## config.mk

```make
export PLATFORM = sky130hd
export DESIGN_NAME = lcd_bus_decoder_flat
export DESIGN_NICKNAME = d
export VERILOG_FILES = /design/src/rtl/lcd_bus_decoder_pkg.sv /design/src/rtl/lcd_bus_decoder_if.sv /design/src/rtl/lcd_bus_decoder_strobe_sync.sv /design/src/rtl/lcd_bus_decoder.sv /design/src/flat_wrapper.sv
export SDC_FILE = /design/constraint.sdc
export NUM_CORES = 1
export LEC_CHECK = 0
export ABC_AREA = 0
export ABC_CLOCK_PERIOD_IN_PS = 2850
export CORE_ASPECT_RATIO = 0.8
export CORE_MARGIN = 5
export CORE_UTILIZATION = 30
export DETAILED_ROUTE_END_ITERATION = 8
export SYNTH_ARGS = -nofsm -noshare
export SYNTH_HDL_FRONTEND = slang
export SYNTH_SLANG_ARGS = --single-unit
```

## constraint.sdc

```tcl
create_clock -name clk -period 2.85 [get_ports clk]
set_input_delay 0.7125 -clock clk [delete_from_list [all_inputs] [get_ports clk]]
set_output_delay 0.7125 -clock clk [all_outputs]
set_load 0.005 [all_outputs]
```

## src/rtl/lcd_bus_decoder_pkg.sv

```systemverilog
// Shared types and constants for the HD44780-style LCD bus listener.
// Used by lcd_bus_decoder and lcd_strobe_sync via import lcd_dec_pkg::*.
package lcd_dec_pkg;

  // Nibble-assembly phase of the 4-bit bus.
  typedef enum logic [1:0] {
    MODE8 = 2'd0,
    HI    = 2'd1,
    LO    = 2'd2
  } mode_e;

  // Which RAM receives data writes.
  typedef enum logic {
    TGT_DDRAM = 1'b0,
    TGT_CGRAM = 1'b1
  } target_e;

  // Command opcodes; for a command byte, the highest set bit selects the command.
  localparam logic [7:0] CMD_CLR   = 8'h01;
  localparam logic [7:0] CMD_HOME  = 8'h02;
  localparam logic [7:0] CMD_ENTRY = 8'h04;
  localparam logic [7:0] CMD_DISP  = 8'h08;
  localparam logic [7:0] CMD_FUNC  = 8'h20;
  localparam logic [7:0] CMD_CGRAM = 8'h40;
  localparam logic [7:0] CMD_DDRAM = 8'h80;

  localparam logic [7:0] CHAR_SPACE = 8'h20;

  // DDRAM layout of the two visible rows.
  localparam logic [6:0] ROW_A_BASE = 7'h00;
  localparam logic [6:0] ROW_B_BASE = 7'h40;
  localparam int         ROW_LEN    = 16;
  localparam logic [6:0] FRAME_ADDR = ROW_B_BASE + 7'(ROW_LEN - 1);

endpackage

```

## src/rtl/lcd_bus_decoder_if.sv

```systemverilog
// LCD bus bundle: LCD_module drives it (master), the decoder listens (slave).
interface lcd_bus_if;
  logic       LCD_E;
  logic       LCD_RS;
  logic       LCD_RW;
  logic [3:0] LCD_D;

  modport master (output LCD_E, LCD_RS, LCD_RW, LCD_D);
  modport slave  (input  LCD_E, LCD_RS, LCD_RW, LCD_D);
endinterface

```

## src/rtl/lcd_bus_decoder_strobe_sync.sv

```systemverilog
// Synchronizes the asynchronous LCD bus into clk and flags falling edges of E.
// RS/RW/D are taken from the same synced stage as E so that they stay coherent.
module lcd_strobe_sync
  import lcd_dec_pkg::*;
#(
  parameter int SYNC_STAGES = 2
) (
  input  logic       clk,
  input  logic       reset_n,
  lcd_bus_if.slave   bus,
  output logic       strobe,
  output logic       rs,
  output logic       rw,
  output logic [3:0] nib
);

  // Stage layout per word: {E, RS, RW, D[3:0]}.
  logic [SYNC_STAGES-1:0][6:0] sync_q;
  logic                        e_prev;

  // Shift the whole bus through the synchronizer chain and remember the last synced E.
  // NOTE: clocked state uses non-blocking assignments so every flop samples pre-edge values.
  always_ff @(posedge clk or negedge reset_n) begin
    if (!reset_n) begin
      sync_q <= '0;
      e_prev <= 1'b0;
    end else begin
      sync_q <= {sync_q[SYNC_STAGES-2:0], {bus.LCD_E, bus.LCD_RS, bus.LCD_RW, bus.LCD_D}};
      e_prev <= sync_q[SYNC_STAGES-1][6];
    end
  end

  assign strobe = e_prev & ~sync_q[SYNC_STAGES-1][6];
  assign rs     = sync_q[SYNC_STAGES-1][5];
  assign rw     = sync_q[SYNC_STAGES-1][4];
  assign nib    = sync_q[SYNC_STAGES-1][3:0];

endmodule

```

## src/rtl/lcd_bus_decoder.sv

```systemverilog
// Listening end of the 4-bit HD44780-style LCD bus: rebuilds bytes, runs the
// command subset LCD_module uses and keeps a 2x16 character shadow.
// Optional: define LCD_DEC_BUSY_CHECK_EN to build the bus-timing checker.
module lcd_bus_decoder
  import lcd_dec_pkg::*;
#(
  parameter int SYNC_STAGES = 2
`ifdef LCD_DEC_BUSY_CHECK_EN
  ,
  parameter int MIN_GAP_CYC = 4000,
  parameter int CLR_GAP_CYC = 164000
`endif
) (
  input  logic         clk,
  input  logic         reset_n,
  lcd_bus_if.slave     bus,
  output logic [127:0] row_A,
  output logic [127:0] row_B,
  output logic         wr_strobe,
  output logic [7:0]   byte_out,
  output logic         byte_rs,
  output logic         frame_done,
  output logic         timing_err
);

  logic       strobe, s_rs, s_rw;
  logic [3:0] s_nib;

  lcd_strobe_sync #(.SYNC_STAGES(SYNC_STAGES)) u_sync (
    .clk     (clk),
    .reset_n (reset_n),
    .bus     (bus),
    .strobe  (strobe),
    .rs      (s_rs),
    .rw      (s_rw),
    .nib     (s_nib)
  );

  logic       pend_valid, pend_rs;
  logic [3:0] pend_nib;
  mode_e      mode;
  target_e    target;
  logic [3:0] hi_nib;
  logic [6:0] addr;
  logic       inc;
  logic [7:0] cells_a [ROW_LEN];
  logic [7:0] cells_b [ROW_LEN];

  logic       exec, do_clear, ddram_wr, wr_a, wr_b;
  logic [7:0] exec_byte;

  assign exec      = pend_valid && (mode == LO);
  assign exec_byte = {hi_nib, pend_nib};
  assign do_clear  = exec && !pend_rs && (exec_byte == CMD_CLR);
  assign ddram_wr  = exec && pend_rs && (target == TGT_DDRAM);
  assign wr_a      = ddram_wr && (addr[6:4] == ROW_A_BASE[6:4]);
  assign wr_b      = ddram_wr && (addr[6:4] == ROW_B_BASE[6:4]);

  // One-deep strobe flag: a write strobe is held for the following cycle, so a
  // strobe that lands while the previous nibble executes is never dropped.
  always_ff @(posedge clk or negedge reset_n) begin
    if (!reset_n) begin
      pend_valid <= 1'b0;
      pend_rs    <= 1'b0;
      pend_nib   <= '0;
    end else begin
      pend_valid <= strobe && !s_rw;
      pend_rs    <= s_rs;
      pend_nib   <= s_nib;
    end
  end

  // Nibble phase, address/entry state and the per-byte output pulses.
  always_ff @(posedge clk or negedge reset_n) begin
    if (!reset_n) begin
      mode       <= MODE8;
      target     <= TGT_DDRAM;
      hi_nib     <= '0;
      addr       <= '0;
      inc        <= 1'b1;
      wr_strobe  <= 1'b0;
      byte_out   <= '0;
      byte_rs    <= 1'b0;
      frame_done <= 1'b0;
    end else begin
      wr_strobe  <= 1'b0;
      frame_done <= 1'b0;
      if (pend_valid) begin
        case (mode)
          MODE8: if (!pend_rs && pend_nib == CMD_FUNC[7:4]) mode <= HI;
          HI: begin
            hi_nib <= pend_nib;
            mode   <= LO;
          end
          LO: begin
            mode      <= HI;
            wr_strobe <= 1'b1;
            byte_out  <= exec_byte;
            byte_rs   <= pend_rs;
            if (pend_rs) begin
              if (target == TGT_DDRAM) begin
                frame_done <= (addr == FRAME_ADDR);
                addr       <= inc ? addr + 7'd1 : addr - 7'd1;
              end
            end else if (|(exec_byte & CMD_DDRAM)) begin
              target <= TGT_DDRAM;
              addr   <= exec_byte[6:0];
            end else if (|(exec_byte & CMD_CGRAM)) begin
              target <= TGT_CGRAM;
            end else if (|(exec_byte & CMD_FUNC)) begin
              if (exec_byte[4]) mode <= MODE8;
            end else if (|(exec_byte & (CMD_DISP | 8'h10))) begin
              // Display control and cursor/display shift do not touch the shadow.
            end else if (|(exec_byte & CMD_ENTRY)) begin
              inc <= exec_byte[1];
            end else if (|(exec_byte & CMD_HOME)) begin
              addr <= '0;
            end else if (exec_byte == CMD_CLR) begin
              addr <= '0;
              inc  <= 1'b1;
            end
          end
          default: mode <= MODE8;
        endcase
      end
    end
  end

  // Character shadow: clear fills both rows with spaces, DDRAM data lands in its cell.
  // NOTE: the shadow must read as spaces straight out of reset, so it lives in resettable flops, not RAM.
  always_ff @(posedge clk or negedge reset_n) begin
    if (!reset_n) begin
      for (int i = 0; i < ROW_LEN; i++) begin
        cells_a[i] <= CHAR_SPACE;
        cells_b[i] <= CHAR_SPACE;
      end
    end else if (do_clear) begin
      for (int i = 0; i < ROW_LEN; i++) begin
        cells_a[i] <= CHAR_SPACE;
        cells_b[i] <= CHAR_SPACE;
      end
    end else if (wr_a) begin
      cells_a[addr[3:0]] <= exec_byte;
    end else if (wr_b) begin
      cells_b[addr[3:0]] <= exec_byte;
    end
  end

  // Pack the rows with character 0 in the most significant byte.
  // NOTE: outputs get a full default first so no path through this block can infer a latch.
  always_comb begin
    row_A = '0;
    row_B = '0;
    for (int i = 0; i < ROW_LEN; i++) begin
      row_A[127-8*i -: 8] = cells_a[i];
      row_B[127-8*i -: 8] = cells_b[i];
    end
  end

`ifdef LCD_DEC_BUSY_CHECK_EN
  localparam int GAP_W = $clog2(CLR_GAP_CYC + 1);

  logic [GAP_W-1:0] gap_cnt;
  logic             last_slow;

  // Saturating gap counter between executions; early executions set the sticky error.
  always_ff @(posedge clk or negedge reset_n) begin
    if (!reset_n) begin
      gap_cnt    <= GAP_W'(CLR_GAP_CYC);
      last_slow  <= 1'b0;
      timing_err <= 1'b0;
    end else if (exec) begin
      if (gap_cnt < GAP_W'(MIN_GAP_CYC) || (last_slow && gap_cnt < GAP_W'(CLR_GAP_CYC)))
        timing_err <= 1'b1;
      gap_cnt   <= '0;
      last_slow <= !pend_rs && (exec_byte == CMD_CLR || exec_byte[7:1] == CMD_HOME[7:1]);
    end else if (gap_cnt != GAP_W'(CLR_GAP_CYC)) begin
      gap_cnt <= gap_cnt + 1'b1;
    end
  end
`else
  assign timing_err = 1'b0;
`endif

endmodule
```

## src/flat_wrapper.sv

```systemverilog
// flat-port wrapper written by rule: the top's interface ports become plain ports
module lcd_bus_decoder_flat import lcd_dec_pkg::*;
#(
  parameter int SYNC_STAGES = 2

)
  (clk, reset_n, row_A, row_B, wr_strobe, byte_out, byte_rs, frame_done, timing_err, bus_LCD_E, bus_LCD_RS, bus_LCD_RW, bus_LCD_D);
  lcd_bus_if bus_i ();
  input  logic clk;
  input  logic reset_n;
  output logic [127:0] row_A;
  output logic [127:0] row_B;
  output logic wr_strobe;
  output logic [7:0] byte_out;
  output logic byte_rs;
  output logic frame_done;
  output logic timing_err;
  input wire logic [$bits(bus_i.LCD_E)-1:0] bus_LCD_E;
  input wire logic [$bits(bus_i.LCD_RS)-1:0] bus_LCD_RS;
  input wire logic [$bits(bus_i.LCD_RW)-1:0] bus_LCD_RW;
  input wire logic [$bits(bus_i.LCD_D)-1:0] bus_LCD_D;
  assign bus_i.LCD_E = bus_LCD_E;
  assign bus_i.LCD_RS = bus_LCD_RS;
  assign bus_i.LCD_RW = bus_LCD_RW;
  assign bus_i.LCD_D = bus_LCD_D;
  lcd_bus_decoder #(.SYNC_STAGES(SYNC_STAGES)) u_core (.clk(clk), .reset_n(reset_n), .bus(bus_i), .row_A(row_A), .row_B(row_B), .wr_strobe(wr_strobe), .byte_out(byte_out), .byte_rs(byte_rs), .frame_done(frame_done), .timing_err(timing_err));
endmodule
```

==> flow_metrics.env, run 1 <==
export IMPL_fin_ws_ns=0.297
export IMPL_regToRegSetupSlack_ns=0.30
export IMPL_ant_nets=0
export IMPL_wl_mm=40.2
export IMPL_arrival_ns=2.96
export IMPL_slew_headroom=0.506
export IMPL_end_kind="flip-flop"
export IMPL_ios=277
export IMPL_clk_latency_ns=0.52
export IMPL_synth_top_area_share=0.557
export IMPL_clockBufferDepth=3
export IMPL_max_freq_ghz=0.392
export IMPL_path_max_fanout=24
export IMPL_whs_ns=0.153
export IMPL_clock_sinks=303
export IMPL_io_buffers=275
export IMPL_first_iter_violations=624
export IMPL_drtPass1Iterations=5
export IMPL_rr_startpoint="u_core.target$_DFFE_PN0P_"
export IMPL_grt_pass1_vias=9257
export IMPL_power_per_cell_area_nw_per_um2=589
export IMPL_maxCapViolations=0
export IMPL_via_per_inst=5.07
export IMPL_start_util=0.306
export IMPL_drv_slew=0
export IMPL_rows=65
export IMPL_yosys_top_cells_area="dfrtp_1 (56%), a22o_1 (14%), dfstp_2 (7.2%)"
export IMPL_final_common_cell="clkdlybuf4s50_1"
export IMPL_gp_congestion=0.800
export IMPL_setup_violations_final=0
export IMPL_area_delta_synth_final_pct=38.8
export IMPL_synthArstFlopShare=1.00
export IMPL_synth_edff_count=0
export IMPL_post_route_util=0.424
export IMPL_rsz0062_at_grt="no"
export IMPL_dp_slack_ns=0.294
export IMPL_core_area_um2=39700
export IMPL_synth_area_um2=12100
export IMPL_reg2reg_depth=5
export IMPL_ys_types=59
export IMPL_vias=8940
export IMPL_postSynthCellCount=901
export IMPL_cts_clk_slew_worst_paths_ns=0.07
export IMPL_synth_seq_area_share=0.629
export IMPL_ys_flop_type="dfrtp_1"
export IMPL_wire_per_inst_um=22.8
export IMPL_timing_rr_end="u_core.row_A[86]$_DFFE_PN0P_"
export IMPL_hold_viol=0
export IMPL_grt_antenna_before_repair=0
export IMPL_cts_repair_resized=0
export IMPL_finalCritPeriodShare=0.896
export IMPL_yosys_warnings=0
export IMPL_layout_nets=1217
export IMPL_track_usage=0.175
export IMPL_dieArea_um2=44600
export IMPL_worstSetupStartpointType="flip-flop"
export IMPL_ir_worst_vdd_mv=0.361
export IMPL_syn_area_per_cell_um2=13.5
export IMPL_setup_worst_path_class="flip-flop to flip-flop"
export IMPL_syn_nets=916
export IMPL_crit_required_ns=3.26
export IMPL_status="complete, no violations"
export IMPL_tns_ns=0
export IMPL_cts_root_buf="clkbuf_16"
export IMPL_mostFrequentLayoutCells="clkdlybuf4s50_1 (274), dfrtp_1 (263), a22o_1 (194)"
export IMPL_die_x_um=235
export IMPL_finalCriticalPeriod_ns=2.55
export IMPL_synth_top_area_cell="dfrtp_1"
export IMPL_drive_above_1_share=0.174
export IMPL_diodes=0
export IMPL_grt_first_pass_wirelength_mm=61.0
export IMPL_skew_ns=0.0272
export IMPL_synth_seq_cells=303
export IMPL_p_total_w=0.00991
export IMPL_hold_buffers=0
export IMPL_cts_setup_buffers=0
export IMPL_grt_max_degree=76
export IMPL_cts_tree="done"
export IMPL_grt_overflow_total=0
export IMPL_die_h_um=190
export IMPL_p_leak_nw=7.39
export IMPL_dp_hpwl_mm=26.7
export IMPL_cts_buffers=34
export IMPL_htreeDepth=2
export IMPL_worstMarginPinSlew_ns=0.742
export IMPL_drc=0
export IMPL_hold_class="primary input to async pin"
-- critical path, cell delays in order, from the launching register on --
cell and delay [ns]:
dfrtp_1 0.39, or4b_4 0.84, buf_4 0.28, nor4_4 0.55, nor2_2 0.15, a22o_1 0.22
-- report_power, final --
part           internal (W)  total [W]  switching (W)
logic              0.000319   0.000998       0.000679
clock network       0.00260    0.00441        0.00181
registers           0.00440    0.00450      0.0000996
total               0.00731    0.00991        0.00259
-- layer usage --
metal | up-vias | routed length [um] | track usage
met3 | 45 | 2860 | 0.0497
met2 | 300 | 17900 | 0.268
met4 | 0 | 650 | 0.0348
li1 | 4004 | - | -
met1 | 4591 | 18800 | 0.251
met5 | - | 0 | 0
-- cells by family after synthesis --
| group | count (synthesis) | share of synthesized area |
|---|---|---|
| AND/OR/NAND/NOR | 221 | 0.128 |
| other | 1 | 0.000309 |
| buffers and inverters | 68 | 0.0267 |
| adder cells (fa/ha/maj) | 6 | 0.00681 |
| flip-flops | 303 | 0.629 |
| AO/OA/AOI/OAI | 257 | 0.171 |
| multiplexers | 43 | 0.0365 |
| XOR/XNOR | 2 | 0.00144 |
-- per-stage QoR --
stage          cells  cell area [um2]
6_report        1763            16800
5_1_grt         1763            16800
4_1_cts         1763            16800
3_5_place_dp    1702            15700
3_3_place_gp    1702            15700
2_1_floorplan    901            12100
-- sequential cells by signal, indices dropped and copies added (netlist names), 2 cells and up --
register	flops
u_core.addr	7
u_core.byte_out	8
u_core.hi_nib	4
u_core.mode	2
u_core.pend_nib	4
u_core.row_A	128
u_core.row_B	128
u_core.u_sync.nib	4
u_core.u_sync.sync_q	8
-- Yosys cell counts (8+ instances only) --
| library cell | n |
|---|---|
| dfstp_2 | 33 |
| dfrtp_1 | 270 |
| nand2_1 | 33 |
| mux2_2 | 8 |
| nor2_2 | 13 |
| mux2i_1 | 33 |
| nor4_4 | 17 |
| clkbuf_1 | 38 |
| buf_2 | 18 |
| o21ai_0 | 11 |
| nor2_1 | 68 |
| nor3_4 | 16 |
| a21oi_1 | 33 |
| nor3_1 | 38 |
| a22o_1 | 194 |
-- how the worst max path moves through the flow --
stage                                            start                       endpoint  slack (ns)
after global routing         u_core.target$_DFFE_PN0P_  u_core.row_A[122]$_DFFE_PN0P_        0.17
after CTS                    u_core.target$_DFFE_PN0P_  u_core.row_B[113]$_DFFE_PN0P_        0.29
after detailed placement     u_core.target$_DFFE_PN0P_  u_core.row_B[113]$_DFFE_PN0P_        0.29
after floorplan           u_core.pend_nib[3]$_DFF_PN0_     u_core.addr[1]$_DFFE_PN0P_        0.72
after global placement        u_core.pend_rs$_DFF_PN0_    u_core.row_B[1]$_DFFE_PN0P_        0.34
final                        u_core.target$_DFFE_PN0P_   u_core.row_A[86]$_DFFE_PN0P_        0.30
-- area by class of cell --
type / instances / area [um2]
Clock buffer: 45 / 973
Clock inverter: 16 / 149
Inverter: 6 / 22.5
Tap cell: 536 / 671
Multi-Input combinational cell: 530 / 4190
Sequential cell: 303 / 7630
Timing Repair Buffer: 327 / 3200
Fill cell: 3710 / 22900
No activity file was read; power rests on OpenSTA's default activity.
==> run 2: changes to the inputs <==
ABC_AREA = 1   (was 0)
TNS_END_PERCENT = 100   (was not set)
==> flow_metrics.env, run 2 <==
export IMPL_synth_top_area_share=0.572
export IMPL_final_common_cell="nand2_1"
export IMPL_hold_class="primary input to async pin"
export IMPL_busiest_layer="met2"
export IMPL_postSynthCellCount=1243
export IMPL_synth_area_um2=11800
export IMPL_cts_tree="done"
export IMPL_slowest_stage="clkdlybuf4s50_1"
export IMPL_synth_seq_area_share=0.646
export IMPL_arrival_ns=1.59
export IMPL_cts_setup_buffers=0
export IMPL_p_total_w=0.0108
export IMPL_drv_slew=0
export IMPL_synthArstFlopShare=1.00
export IMPL_grt_pass1_vias=10100
export IMPL_die_h_um=187
export IMPL_mostFrequentLayoutCells="nand2_1 (456), clkdlybuf4s50_1 (274), dfrtp_1 (268)"
export IMPL_finalCriticalPeriod_ns=2.31
export IMPL_synthTopCellsByCount="nand2_1 (458), dfrtp_1 (270), o21ai_1 (144)"
export IMPL_cts_clk_slew_worst_paths_ns=0.06
export IMPL_syn_nets=1258
export IMPL_synth_top_area_cell="dfrtp_1"
export IMPL_grtUsageMet1=0.271
export IMPL_hold_viol=0
export IMPL_layout_nets=1551
export IMPL_drive_above_1_share=0.108
export IMPL_cp_top_family="buffers and inverters"
export IMPL_power_per_cell_area_nw_per_um2=650
export IMPL_rows=65
export IMPL_rsz0062_at_grt="no"
export IMPL_wl_mm=41.1
export IMPL_grt_antenna_before_repair=0
export IMPL_wire_per_inst_um=19.6
export IMPL_cpPeakStageDelay_ns=0.56
export IMPL_ant_nets=0
export IMPL_track_usage=0.186
export IMPL_slew_headroom=0.420
export IMPL_end_kind="output port"
export IMPL_ir_worst_vdd_mv=0.385
export IMPL_ys_flop_type="dfrtp_1"
export IMPL_dp_hpwl_mm=27.8
export IMPL_nFillCells=3783
export IMPL_vias=9899
export IMPL_yosys_top_cells_area="dfrtp_1 (57%), nand2_1 (15%), dfstp_2 (7.3%)"
export IMPL_skew_ns=0.0162
export IMPL_path_max_fanout=2
export IMPL_grt_overflow_total=0
export IMPL_hold_buffers=0
export IMPL_cts_root_buf="clkbuf_16"
export IMPL_finalCritPeriodShare=0.810
export IMPL_via_per_inst=4.72
export IMPL_use_met3=0.0387
export IMPL_first_iter_violations=764
export IMPL_path_cells="clkdlybuf4s50_1"
export IMPL_drtPass1Iterations=5
export IMPL_io_buffers=275
export IMPL_die_x_um=232
export IMPL_htreeDepth=2
export IMPL_yosys_warnings=0
export IMPL_dieArea_um2=43400
export IMPL_worstMarginPinSlew_ns=0.868
export IMPL_syn_area_per_cell_um2=9.50
export IMPL_path_buf_inv=1
export IMPL_start_util=0.302
export IMPL_worstSetupStartpointType="flip-flop"
export IMPL_max_freq_ghz=0.433
export IMPL_drc=0
export IMPL_maxCapViolations=0
export IMPL_grt_first_pass_wirelength_mm=63.1
export IMPL_fin_ws_ns=0.543
export IMPL_status="complete, no violations"
export IMPL_clk_latency_ns=0.52
export IMPL_core_area_um2=39100
export IMPL_clockBufferDepth=3
export IMPL_grtUsageMet2=0.288
export IMPL_ys_types=32
export IMPL_placed_cells=2036
export IMPL_ios=277
export IMPL_dp_slack_ns=0.582
export IMPL_synth_most_common_cell="nand2_1"
export IMPL_clock_sinks=303
export IMPL_synth_edff_count=0
export IMPL_setup_violations_final=0
export IMPL_crit_required_ns=2.14
export IMPL_cts_buffers=34
export IMPL_gp_congestion=0.811
export IMPL_p_leak_nw=7.05
export IMPL_tns_ns=0
export IMPL_stdcell_count=2098
export IMPL_synth_seq_cells=303
export IMPL_diodes=0
export IMPL_setup_worst_path_class="flip-flop to output port"
export IMPL_area_delta_synth_final_pct=40.1
export IMPL_cts_repair_resized=0
export IMPL_grt_max_degree=79
[run 2: cell count changes in the layout (fill, tap and decap cells not counted), moves of 16 or more]
cell and change:
a21oi_1 -23, a22o_1 -193, buf_4 -23, inv_1 +39, mux2i_1 -33, nand2_1 +423, nand2_2 +28, nor2_1 -44
nor3_1 -37, nor3_4 -16, nor4_4 -17, o21ai_0 +122, o21ai_1 +144
[run 2: logic make-up after synthesis]
| logic type | count (synthesis) | share of synthesized area |
|---|---|---|
| buf+inv | 100 | 0.0358 |
| compound gates | 294 | 0.126 |
| fa+ha+maj | 6 | 0.00700 |
| simple gates | 538 | 0.184 |
| other cells | 1 | 0.000318 |
| xor+xnor | 1 | 0.000742 |
| flops | 303 | 0.646 |
[run 2: where the power goes]
| part | internal [W] | leakage (nW) | switching, W | total [W] |
|---|---|---|---|---|
| combinational | 0.000409 | 2.40 | 0.000981 | 0.00139 |
| clock | 0.00300 | 0.599 | 0.00179 | 0.00479 |
| sequential | 0.00446 | 4.05 | 0.000116 | 0.00457 |
[run 2: worst paths after layout]
kind	startpoint	endpoint	slack (ns)	cells past startpoint
worst max-delay path	u_core.row_B[5]$_DFFE_PN1P_	row_B[5]	0.54	1
worst max register to register	u_core.pend_valid$_DFF_PN0_	u_core.row_B[5]$_DFFE_PN1P_	0.63	8
worst min register to register	u_core.u_sync.rs$_DFF_PN0_	u_core.pend_rs$_DFF_PN0_	0.35	0
min in group clk	u_core.u_sync.rs$_DFF_PN0_	u_core.pend_rs$_DFF_PN0_	0.35	0
worst min-delay path	reset_n	u_core.row_A[98]$_DFFE_PN0P_	0.19	1
max in group asynchronous	reset_n	u_core.row_B[93]$_DFFE_PN1P_	1.83	2
[run 2: cell type report]
cell class,count,area (um2),area share
Clock buffer,47,993,0.0601
Timing Repair Buffer,305,3050,0.184
Sequential cell,303,7630,0.461
Clock inverter,15,238,0.0144
Inverter,52,195,0.0118
Tap cell,536,671,0.0406
Multi-Input combinational cell,840,3770,0.228
[run 2: per-layer routing]
metal	vias to the layer above	routed length [um]
li1	4641	-
met1	4876	19400
met2	329	18400
met3	53	2650
met4	0	649
met5	-	0
[run 2: through the flow]
| stage | util | instance area [um2] | hold WS, ns |
|---|---|---|---|
| CTS | 0.423 | 16500 | 0.207 |
| global placement | 0.391 | 15300 | 0.331 |
| finish | 0.423 | 16500 | 0.191 |
| detailed placement | 0.391 | 15300 | 0.335 |
| floorplan | - | 11800 | 0.331 |
| global route | 0.423 | 16500 | 0.248 |
==> run 3: changes to the inputs <==
ABC_CLOCK_PERIOD_IN_PS = 1900   (was 2850)
clock period = 1.9 ns   (was 2.85 ns; I/O delays follow)
==> flow_metrics.env, run 3 (synthesis gave the netlist of run 2 again) <==
export IMPL_track_usage=0.187
export IMPL_rows=65
export IMPL_skew_ns=0.0170
export IMPL_start_util=0.302
export IMPL_setup_violations_final=0
export IMPL_drv_slew=0
export IMPL_path_cells="clkdlybuf4s50_1"
export IMPL_crit_required_ns=1.42
export IMPL_cts_root_buf="clkbuf_16"
export IMPL_clk_latency_ns=0.52
export IMPL_clock_sinks=303
export IMPL_finalCriticalPeriod_ns=1.86
export IMPL_slowest_stage="clkdlybuf4s50_1"
export IMPL_clockBufferDepth=3
export IMPL_ir_worst_vdd_mv=0.513
export IMPL_worstSetupStartpointType="flip-flop"
export IMPL_cts_buffers=34
export IMPL_cpPeakStageDelay_ns=0.51
export IMPL_p_leak_nw=9.64
export IMPL_arrival_ns=1.39
export IMPL_wire_per_inst_um=19.1
export IMPL_power_per_cell_area_nw_per_um2=923
export IMPL_vias=10100
export IMPL_drc=0
export IMPL_grt_antenna_before_repair=0
export IMPL_core_area_um2=39100
export IMPL_whs_ns=0.350
export IMPL_path_max_fanout=2
export IMPL_grt_max_degree=77
export IMPL_first_iter_violations=783
export IMPL_via_per_inst=4.68
export IMPL_gp_congestion=0.800
export IMPL_maxCapViolations=0
export IMPL_hold_class="flip-flop to flip-flop"
export IMPL_die_x_um=232
export IMPL_status="complete, no violations"
export IMPL_regToRegSetupSlack_ns=0.05
export IMPL_wl_mm=41.4
export IMPL_mostFrequentLayoutCells="nand2_1 (447), dfrtp_1 (266), o21ai_1 (153)"
export IMPL_die_h_um=187
export IMPL_layout_nets=1624
export IMPL_cts_clk_slew_worst_paths_ns=0.06
export IMPL_cp_top_family="buffers and inverters"
export IMPL_hold_viol=0
export IMPL_fin_ws_ns=0.0374
export IMPL_dp_hpwl_mm=27.9
export IMPL_ios=277
export IMPL_htreeDepth=2
export IMPL_p_total_w=0.0159
export IMPL_ant_nets=0
export IMPL_drive_above_1_share=0.159
export IMPL_area_delta_synth_final_pct=46.4
export IMPL_grt_first_pass_wirelength_mm=63.5
export IMPL_end_kind="output port"
export IMPL_grt_pass1_vias=10400
export IMPL_dieArea_um2=43400
export IMPL_final_common_cell="nand2_1"
export IMPL_rsz0062_at_grt="yes"
export IMPL_io_buffers=275
export IMPL_path_buf_inv=1
export IMPL_grt_overflow_total=0
export IMPL_max_freq_ghz=0.537
export IMPL_diodes=0
export IMPL_cts_tree="done"
export IMPL_drtPass1Iterations=5
export IMPL_dp_slack_ns=-0.0290
export IMPL_finalCritPeriodShare=0.980
export IMPL_setup_worst_path_class="flip-flop to output port"
==> run 3: cell count changes in the layout (fill, tap and decap cells not counted), sizes merged <==
cell and delta:
inv -2, dlygate4sd2 +149, dlygate4sd3 +1, clkdlybuf4s50 -221
clkbuf +1, buf +72, clkinvlp +2, dlymetal6s2s +72
clkinv +2, bufinv -4
==> run 3: worst paths after layout <==
path	start	endpoint	depth (start not counted)
min in group asynchronous	reset_n	u_core.row_B[73]$_DFFE_PN0P_	2
worst min-delay path	u_core.u_sync.rs$_DFF_PN0_	u_core.pend_rs$_DFF_PN0_	0
worst max register to register	u_core.inc$_DFFE_PN1P_	u_core.addr[5]$_DFFE_PN0P_	8
worst min register to register	u_core.u_sync.rs$_DFF_PN0_	u_core.pend_rs$_DFF_PN0_	0
worst max-delay path	u_core.row_B[115]$_DFFE_PN0P_	row_B[115]	1
max in group asynchronous	reset_n	u_core.row_B[29]$_DFFE_PN1P_	3
==> run 3: layout make-up <==
type                    instances  area (um2)
flip-flops and latches        303        7630
inverters                      52         199
well taps                     536         671
repair buffers                378        3730
fillers                      3802       21800
clock inverters                13         126
multi-input cells             840        3890
clock buffers                  48        1030
==> run 3: where the power goes <==
part,internal [W],switching [W],total (W)
combinational,0.000812,0.00157,0.00238
sequential,0.00669,0.000160,0.00685
clock,0.00405,0.00265,0.00671
==> run 3: layer usage <==
layer | track usage | vias to the layer above | part of all wire
met4 | 0.0332 | 0 | 0.013
met5 | 0 | - | 0
met1 | 0.266 | 5000 | 0.46
met2 | 0.297 | 314 | 0.46
li1 | - | 4787 | -
met3 | 0.0443 | 44 | 0.069
==> run 3: what timing repair did <==
item / CTS / global route
hold buffers: 1 / 0
pin swaps: 0 / 3
resized for setup: 151 / 113
buffers inserted: 21 / 25
hold endpoints to repair: 20 / 0
endpoints found under the setup margin: 204 / 324
==> run 3: through the flow <==
stage          TNS (ns)  area (um2)  instances  utilization
2_1_floorplan         0       11800       1243            -
3_3_place_gp     -0.133       15600       2062        0.399
3_5_place_dp     -0.170       15600       2062        0.399
4_1_cts          -0.245       16800       2145        0.428
5_1_grt          -0.153       17300       2170        0.442
6_report              0       17300       2170        0.442
